`config.mk`:
```
export PLATFORM = sky130hd
export DESIGN_NAME = dff_pipe
export DESIGN_NICKNAME = d
export VERILOG_FILES = /design/src/rtl/dff_pkg.sv /design/src/rtl/dff_pipe_stage.sv /design/src/rtl/dff_pipe.sv
export SDC_FILE = /design/constraint.sdc
export NUM_CORES = 1
export LEC_CHECK = 0
export CAP_MARGIN = 40
export CORE_MARGIN = 4
export CORE_UTILIZATION = 28
export CTS_CLUSTER_SIZE = 40
export DETAILED_ROUTE_END_ITERATION = 8
export MAX_ROUTING_LAYER = met4
export PLACE_DENSITY = 0.5
export SYNTH_ARGS = -nofsm -noshare
export SYNTH_HDL_FRONTEND = slang
export SYNTH_SLANG_ARGS = --single-unit
```
`constraint.sdc`:
```
create_clock -name clk -period 4.85 [get_ports clk]
set_input_delay 0.97 -clock clk [delete_from_list [all_inputs] [get_ports clk]]
set_output_delay 0.97 -clock clk [all_outputs]
set_load 0.03 [all_outputs]
```
`src/rtl/dff_pkg.sv`:
```
// Shared constants and parameter-checking helpers for the dff_pipe register pipeline.
package dff_pkg;

  localparam int DFF_PIPE_MAX_DEPTH = 16;

  // Constant function so CW can be validated at elaboration time.
  function automatic int clog2(input int value);
    int result;
    int remaining;
    result    = 0;
    remaining = value - 1;
    while (remaining > 0) begin
      result++;
      remaining = remaining >> 1;
    end
    return result;
  endfunction

endpackage

```
`src/rtl/dff_pipe_stage.sv`:
```
// One DW-bit valid/ready register slice of dff_pipe.
// Optional synchronous clear input when DFF_PIPE_FLUSH_EN is defined.
module dff_pipe_stage
  import dff_pkg::*;
#(
  parameter int DW = 32
) (
  input  logic          clk,
  input  logic          rst_n,
`ifdef DFF_PIPE_FLUSH_EN
  input  logic          flush,
`endif
  input  logic [DW-1:0] up_data,
  input  logic          up_vld,
  output logic          up_rdy,
  output logic [DW-1:0] dn_data,
  output logic          dn_vld,
  input  logic          dn_rdy
);

  logic clear;

`ifdef DFF_PIPE_FLUSH_EN
  assign clear = flush;
`else
  assign clear = 1'b0;
`endif

  // Slot is free when empty or when its beat leaves this cycle; a clear blocks loading.
  assign up_rdy = (!dn_vld | dn_rdy) & !clear;

  always_ff @(posedge clk) begin
    if (!rst_n) begin
      dn_vld  <= 1'b0;
      dn_data <= '0;
    end else if (clear) begin
      dn_vld <= 1'b0;
    end else if (up_rdy) begin
      dn_vld <= up_vld;
      // A bubble advances the valid bit only, so data toggles only on real beats.
      if (up_vld) begin
        dn_data <= up_data;
      end
    end
  end

endmodule

```
`src/rtl/dff_pipe.sv`:
```
// Back-pressurable DEPTH-stage register pipeline with occupancy count.
// Optional flush input when DFF_PIPE_FLUSH_EN is defined.
module dff_pipe
  import dff_pkg::*;
#(
  parameter int DW    = 32,
  parameter int DEPTH = 2,
  parameter int CW    = 5
) (
  input  logic          clk,
  input  logic          rst_n,
`ifdef DFF_PIPE_FLUSH_EN
  input  logic          flush,
`endif
  input  logic [DW-1:0] din,
  input  logic          din_vld,
  output logic          din_rdy,
  output logic [DW-1:0] dout,
  output logic          dout_vld,
  input  logic          dout_rdy,
  output logic [CW-1:0] occ
);

  if (DW < 1) begin : g_bad_dw
    $error("dff_pipe: DW must be at least 1");
  end
  if (DEPTH < 1 || DEPTH > DFF_PIPE_MAX_DEPTH) begin : g_bad_depth
    $error("dff_pipe: DEPTH out of range 1..16");
  end
  if (CW < clog2(DEPTH + 1)) begin : g_bad_cw
    $error("dff_pipe: CW too narrow for DEPTH");
  end

  logic clear;
  logic accept;
  logic emit;

`ifdef DFF_PIPE_FLUSH_EN
  assign clear = flush;
`else
  assign clear = 1'b0;
`endif

  // Each stage keeps its own ready net so the backward chain stays a plain path of separate signals.
  for (genvar k = 0; k < DEPTH; k++) begin : g_stage
    logic [DW-1:0] up_data;
    logic          up_vld;
    logic          dn_rdy;
    logic [DW-1:0] data;
    logic          vld;
    logic          rdy;

    if (k == 0) begin : g_first
      assign up_data = din;
      assign up_vld  = din_vld;
    end else begin : g_mid
      assign up_data = g_stage[k-1].data;
      assign up_vld  = g_stage[k-1].vld;
    end

    if (k == DEPTH - 1) begin : g_last
      assign dn_rdy = dout_rdy;
    end else begin : g_inner
      assign dn_rdy = g_stage[k+1].rdy;
    end

    dff_pipe_stage #(
      .DW (DW)
    ) u_stage (
      .clk     (clk),
      .rst_n   (rst_n),
`ifdef DFF_PIPE_FLUSH_EN
      .flush   (flush),
`endif
      .up_data (up_data),
      .up_vld  (up_vld),
      .up_rdy  (rdy),
      .dn_data (data),
      .dn_vld  (vld),
      .dn_rdy  (dn_rdy)
    );
  end

  assign din_rdy  = g_stage[0].rdy;
  assign dout     = g_stage[DEPTH-1].data;
  assign dout_vld = g_stage[DEPTH-1].vld;

  assign accept = din_vld & din_rdy;
  assign emit   = dout_vld & dout_rdy;

  // Occupancy tracks accepts minus emits; a flush empties the pipe and drops any emit that edge.
  always_ff @(posedge clk) begin
    if (!rst_n) begin
      occ <= '0;
    end else if (clear) begin
      occ <= '0;
    end else if (accept && !emit) begin
      occ <= occ + CW'(1);
    end else if (emit && !accept) begin
      occ <= occ - CW'(1);
    end
  end

endmodule

```
Word-level counts from Yosys, hierarchy flattened:

Cells that the tools add are included.
Widths: inputs -> output; s select.

* add/sub/neg operators: 2
* multiply operators: 0
* div/mod/pow operators: 0
* order comparisons: 0
* equal/unequal tests: 0
* shift-type cells: 0
* mux-type cells: 2
* bitwise operators: 4
* reductions and logical operators: 9

Operators with widths (count)
* $mux 5: 2
* $add 5x1->5 const B: 1
* $sub 5x1->5 const B: 1
* $logic_not 1->1: 4
* $reduce_and 2->1: 2
* $and 1x1->1: 2
* $logic_and 1x1->1: 2
* $or 1x1->1: 2
* $reduce_bool 2->1: 1

* register bits after elaboration: 71
* latch bits: 0
* bits in writable memories: 0
* bits in read-only memories: 0
* bits of input ports: 36
* output and inout port bits: 39
* word-level logic and storage cells: 22
* memories: 0

Logic depth before layout (Yosys ltp):

* word-level depth: 8
* mapped depth: 11

By module:

Synthesis repeated with hierarchy kept, for this count alone.

* cells, all modules: 324
* area, all modules: 3047.9 um^2

By module, submodules not included
* dff_pipe_stage: times used 2, cells an instance 144, area each 1357.6 um^2, sequential area each 660.6 um^2
* dff_pipe: times used 1, cells an instance 36, area each 332.8 um^2, sequential area each 100.1 um^2

Worst setup path after synthesis:

No wires, ideal clock.

* path kind: in2reg
* start: input port dout_rdy
* end: register occ[4]
* library setup time: 0.072 ns
* arrival time: 2.909 ns
* data required time: 4.778 ns
* path slack: 1.869 ns
* cell stages on the path: 11
* path buffers: 1
* cells stage by stage: nand3b_2 > nand2_2 > inv_2 > buf_2 > ha_1 > inv_1 > ha_1 > a21oi_1 > a211oi_1 > a31oi_1 > mux2i_1

* cells in the longest elaborated chain, start to end: 6

RTL lines
* from (decl): RTL line dff_pipe.sv:20 `input logic dout_rdy,`
* $or 1x1->1 (*) (2 in series): RTL line dff_pipe_stage.sv:30 `assign up_rdy = (!dn_vld | dn_rdy) & !clear;`
* $and 1x1->1 (*): RTL line dff_pipe.sv:88 `assign accept = din_vld & din_rdy;`
* via accept: RTL line dff_pipe.sv:35 `logic accept;`
* $logic_not 1->1: RTL line dff_pipe.sv:99 `end else if (emit && !accept) begin`
* $logic_and 1x1->1: RTL line dff_pipe.sv:99
* $reduce_bool 2->1 (no line)
* to (signal assigned): RTL line dff_pipe.sv:98 `occ <= occ + CW'(1);`
* to (signal assigned): RTL line dff_pipe.sv:100 `occ <= occ - CW'(1);`
* to (decl): RTL line dff_pipe.sv:21 `output logic [CW-1:0] occ`

The timed path passes the listed nets; every way through them passes the cells marked *.
A chain may end at the register's enable or synchronous reset.

Final worst setup path:

* start: input port dout_rdy
* end: register occ[4]

* cells in the longest elaborated chain, start to end: 6

RTL lines (RTL line)
* $or 1x1->1 (2 in series): dff_pipe_stage.sv:30
* $and 1x1->1: dff_pipe.sv:88
* $logic_not 1->1: dff_pipe.sv:99
* $logic_and 1x1->1: dff_pipe.sv:99
* $reduce_bool 2->1 (no line)

Parallel ways exist; a longest one is shown, timed or not.

==> metrics.cfg <==
[outcome]
outcome=finished, final reports clean

[clock_network]
post_cts_resize_count=0
postCtsHoldBufs=0
cts_setup_buffers=0
clock_latency_ns=0.34
htreeDepth=3
cts_tree=done
root_buffer=clkbuf_8
clock-sinks=71
numCtsBuffers=9
path_clk_slew_ns=0.08
clockBufferDepth=2

[yosys]
synth_top_area_share_pct=50.65
synth_seq_area_share_pct=50.65
ys_top_cells_by_area=dfxtp_1 51%, nand2_1 18%, a21boi_1 16%
synthAdderAreaFrac_pct=2.497
muxShareOfSynthArea_pct=0.7133
synth-compound-area-share_pct=18.95
syn_avg_cell_area_um2=8.689
yosysWarnings=0
syn_nets=364
syn_inst=323
yosysMostFrequentCell=nand2_1
synthDistinctLibCells=31
syn_area_mm2=0.002806
async_flop_share_pct=0
synth_xor_area_share_pct=0.6242
synth_top_family_by_area=simple AND/OR/NAND/NOR gates
synth-edff-count=0
ys_ff_latch=71
synth_top_flop_cell=dfxtp_1
yosys.area_share.simple_pct=21.27
synth_top_area_cell=dfxtp_1
netlist_top_cells_count=131 x nand2_1, 71 x dfxtp_1, 60 x a21boi_1

[detailed_routing]
via_per_inst=4.353
drt_iter0_drc=84
route.vias.total=2294
routedWlPerCell_um=12.55
dr.pass1.iters=4
drt-total-wl_um=6615
drc=0
antenna_left=0

[critical_path]
cpPeakStageDelay_ns=0.49
path_class=input pin to register
cp_max_fo=33
cp-startpoint=dout_rdy
start_kind=input pin
cp.arrival_ns=3.60
crit_path_end_kind=register
crit-reg2reg-launch=g_stage[1].u_stage.dn_vld
crit_top_cell=ha_1
r2r_end=occ[4]
reg2reg_setup_slack_ns=2.34
endpoint=occ[4]
cp_slowest_cell=clkdlybuf4s50_1
rr_worst_depth=10
path_cells=clkdlybuf4s50_1 -> nand3b_2 -> nand2_2 -> inv_2 -> ha_1 -> inv_1 -> ha_1 -> a21oi_1 -> a211oi_1 -> a31oi_1 -> mux2i_1
cp.required_ns=5.12

[cells_and_area]
num-fill-cells=1031
regArea_mm2=0.001421
syn2layout_area_growth_pct=36.83
finalNetCount=430
drive_gt1_share_pct=6.599
diodes=0
multi_input_area_mm2=0.001239

[place]
place_congestion=0.7036
dp_hpwl_um=4401
port_buffers=74

[power]
powerDensity_mw_per_mm2=355.2
cellLeakagePower_nw=1.421
post-layout-total-power_mw=1.364
peakVddDrop_uv=127.0

[sta]
maxSlewHeadroom_pct=52.32
worst_pin_slew_ns=0.7152
fin_skew_ns=0.009601
finalHoldViolCount=0
fin_crit_ns=3.337
fmax_mhz=299.6
period_share_pct=68.81
setup_violations=0
setup_tns_ns=0
rsz0062_at_grt=false
slew_viol_final=0

[floorplan]
chipHeight_um=108.1
io_pins=75
core-area_mm2=0.009774
initial_utilization_pct=28.71
die_w_um=108.1
num_rows=36
die_area_mm2=0.01169

[grt]
antenna_found_initial=0
grt_usage_pct=12.11
grt_pass1_wl_um=10920
grt_max_degree=51
grt_pass1_vias=2241
grt-ovfl-total=0

[run]
cap_violations=0

[worst_hold_path]
hold_start=g_stage[0].u_stage.dn_data[24]
hold_class=register to register

-- critical path: cells and delay by family --
family	cells	cell delay (ns)
fa+ha+maj	2	0.61
compound gates	3	0.54
simple gates	2	0.24
buf+inv	3	1.04
mux	1	0.19
-- final cells by class --
cell class	instances	area share, %
clock inverters	5	2.085
clock buffers	11	3.943
flip-flops and latches	71	37.02
multi-input cells	227	32.26
inverters	3	0.2933
well taps	133	4.334
repair buffers	77	20.07
-- flip-flops by register name, indices dropped and copies added, names as in the netlist --
register and flops:
g_stage.u_stage.dn_data 64, g_stage.u_stage.dn_vld 2, occ 5
-- per-stage QoR --
step | util (%) | instance area (um^2) | hold slack [ns] | cells | setup WS [ns]
floorplan | - | 2806 | 0.4310 | 323 | 1.869
global placement | 36.71 | 3588 | 0.4384 | 510 | 1.278
detailed placement | 36.92 | 3608 | 0.4449 | 511 | 1.193
CTS | 39.29 | 3840 | 0.4521 | 527 | 1.536
global route | 39.29 | 3840 | 0.4678 | 527 | 1.389
finish | 39.29 | 3840 | 0.4480 | 527 | 1.513
-- power breakdown --
| group | internal, mW | total (mW) | switching (mW) |
|---|---|---|---|
| logic | 0.0927 | 0.193 | 0.100 |
| clock network | 0.317 | 0.539 | 0.223 |
| registers | 0.613 | 0.632 | 0.0192 |
| total | 1.02 | 1.36 | 0.342 |
-- how the worst min path moves through the flow --
stage | end | depth (start not counted)
2_1_floorplan | g_stage[1].u_stage.dn_data[0] | 2
3_3_place_gp | g_stage[1].u_stage.dn_data[13] | 2
3_5_place_dp | g_stage[0].u_stage.dn_data[13] | 2
4_1_cts | g_stage[1].u_stage.dn_data[25] | 2
5_1_grt | g_stage[1].u_stage.dn_data[3] | 2
6_report | g_stage[1].u_stage.dn_data[24] | 2
-- kinds of logic after synthesis --
logic type                 count (synthesis)
and+or+nand+nor                          146
AOI/OAI and AO/OA                         72
DFF                                       71
buffers and inverters                     25
adders and majority gates                  5
xor gates and xnor gates                   2
muxes                                      2
-- placed cells by master (no fill, tap or decap), drive strengths merged, types with 2 or more instances in the layout --
cell | synthesis | layout
clkdlybuf4s50 | 0 | 73
clkinvlp | 0 | 2
inv | 3 | 3
nand2b | 2 | 2
dfxtp | 71 | 71
xnor2 | 2 | 2
and2 | 2 | 2
bufinv | 0 | 2
nand2 | 132 | 132
a21oi | 2 | 2
ha | 4 | 4
a21boi | 65 | 65
nor2b | 2 | 2
buf | 15 | 4
nand3 | 3 | 3
clkbuf | 7 | 11
mux2i | 2 | 2
-- per-layer routing --
layer	GRT usage (%)	vias to the layer above	part of all wire [%]	routed length [um]
met3	2.866	12	4.2	275
met1	14.13	1055	47	3079
met5	-	-	0	0
met4	5.320	0	2.1	140
li1	-	1175	-	-
met2	19.89	52	47	3119
Note: power is estimated with default switching activity, not from simulation.
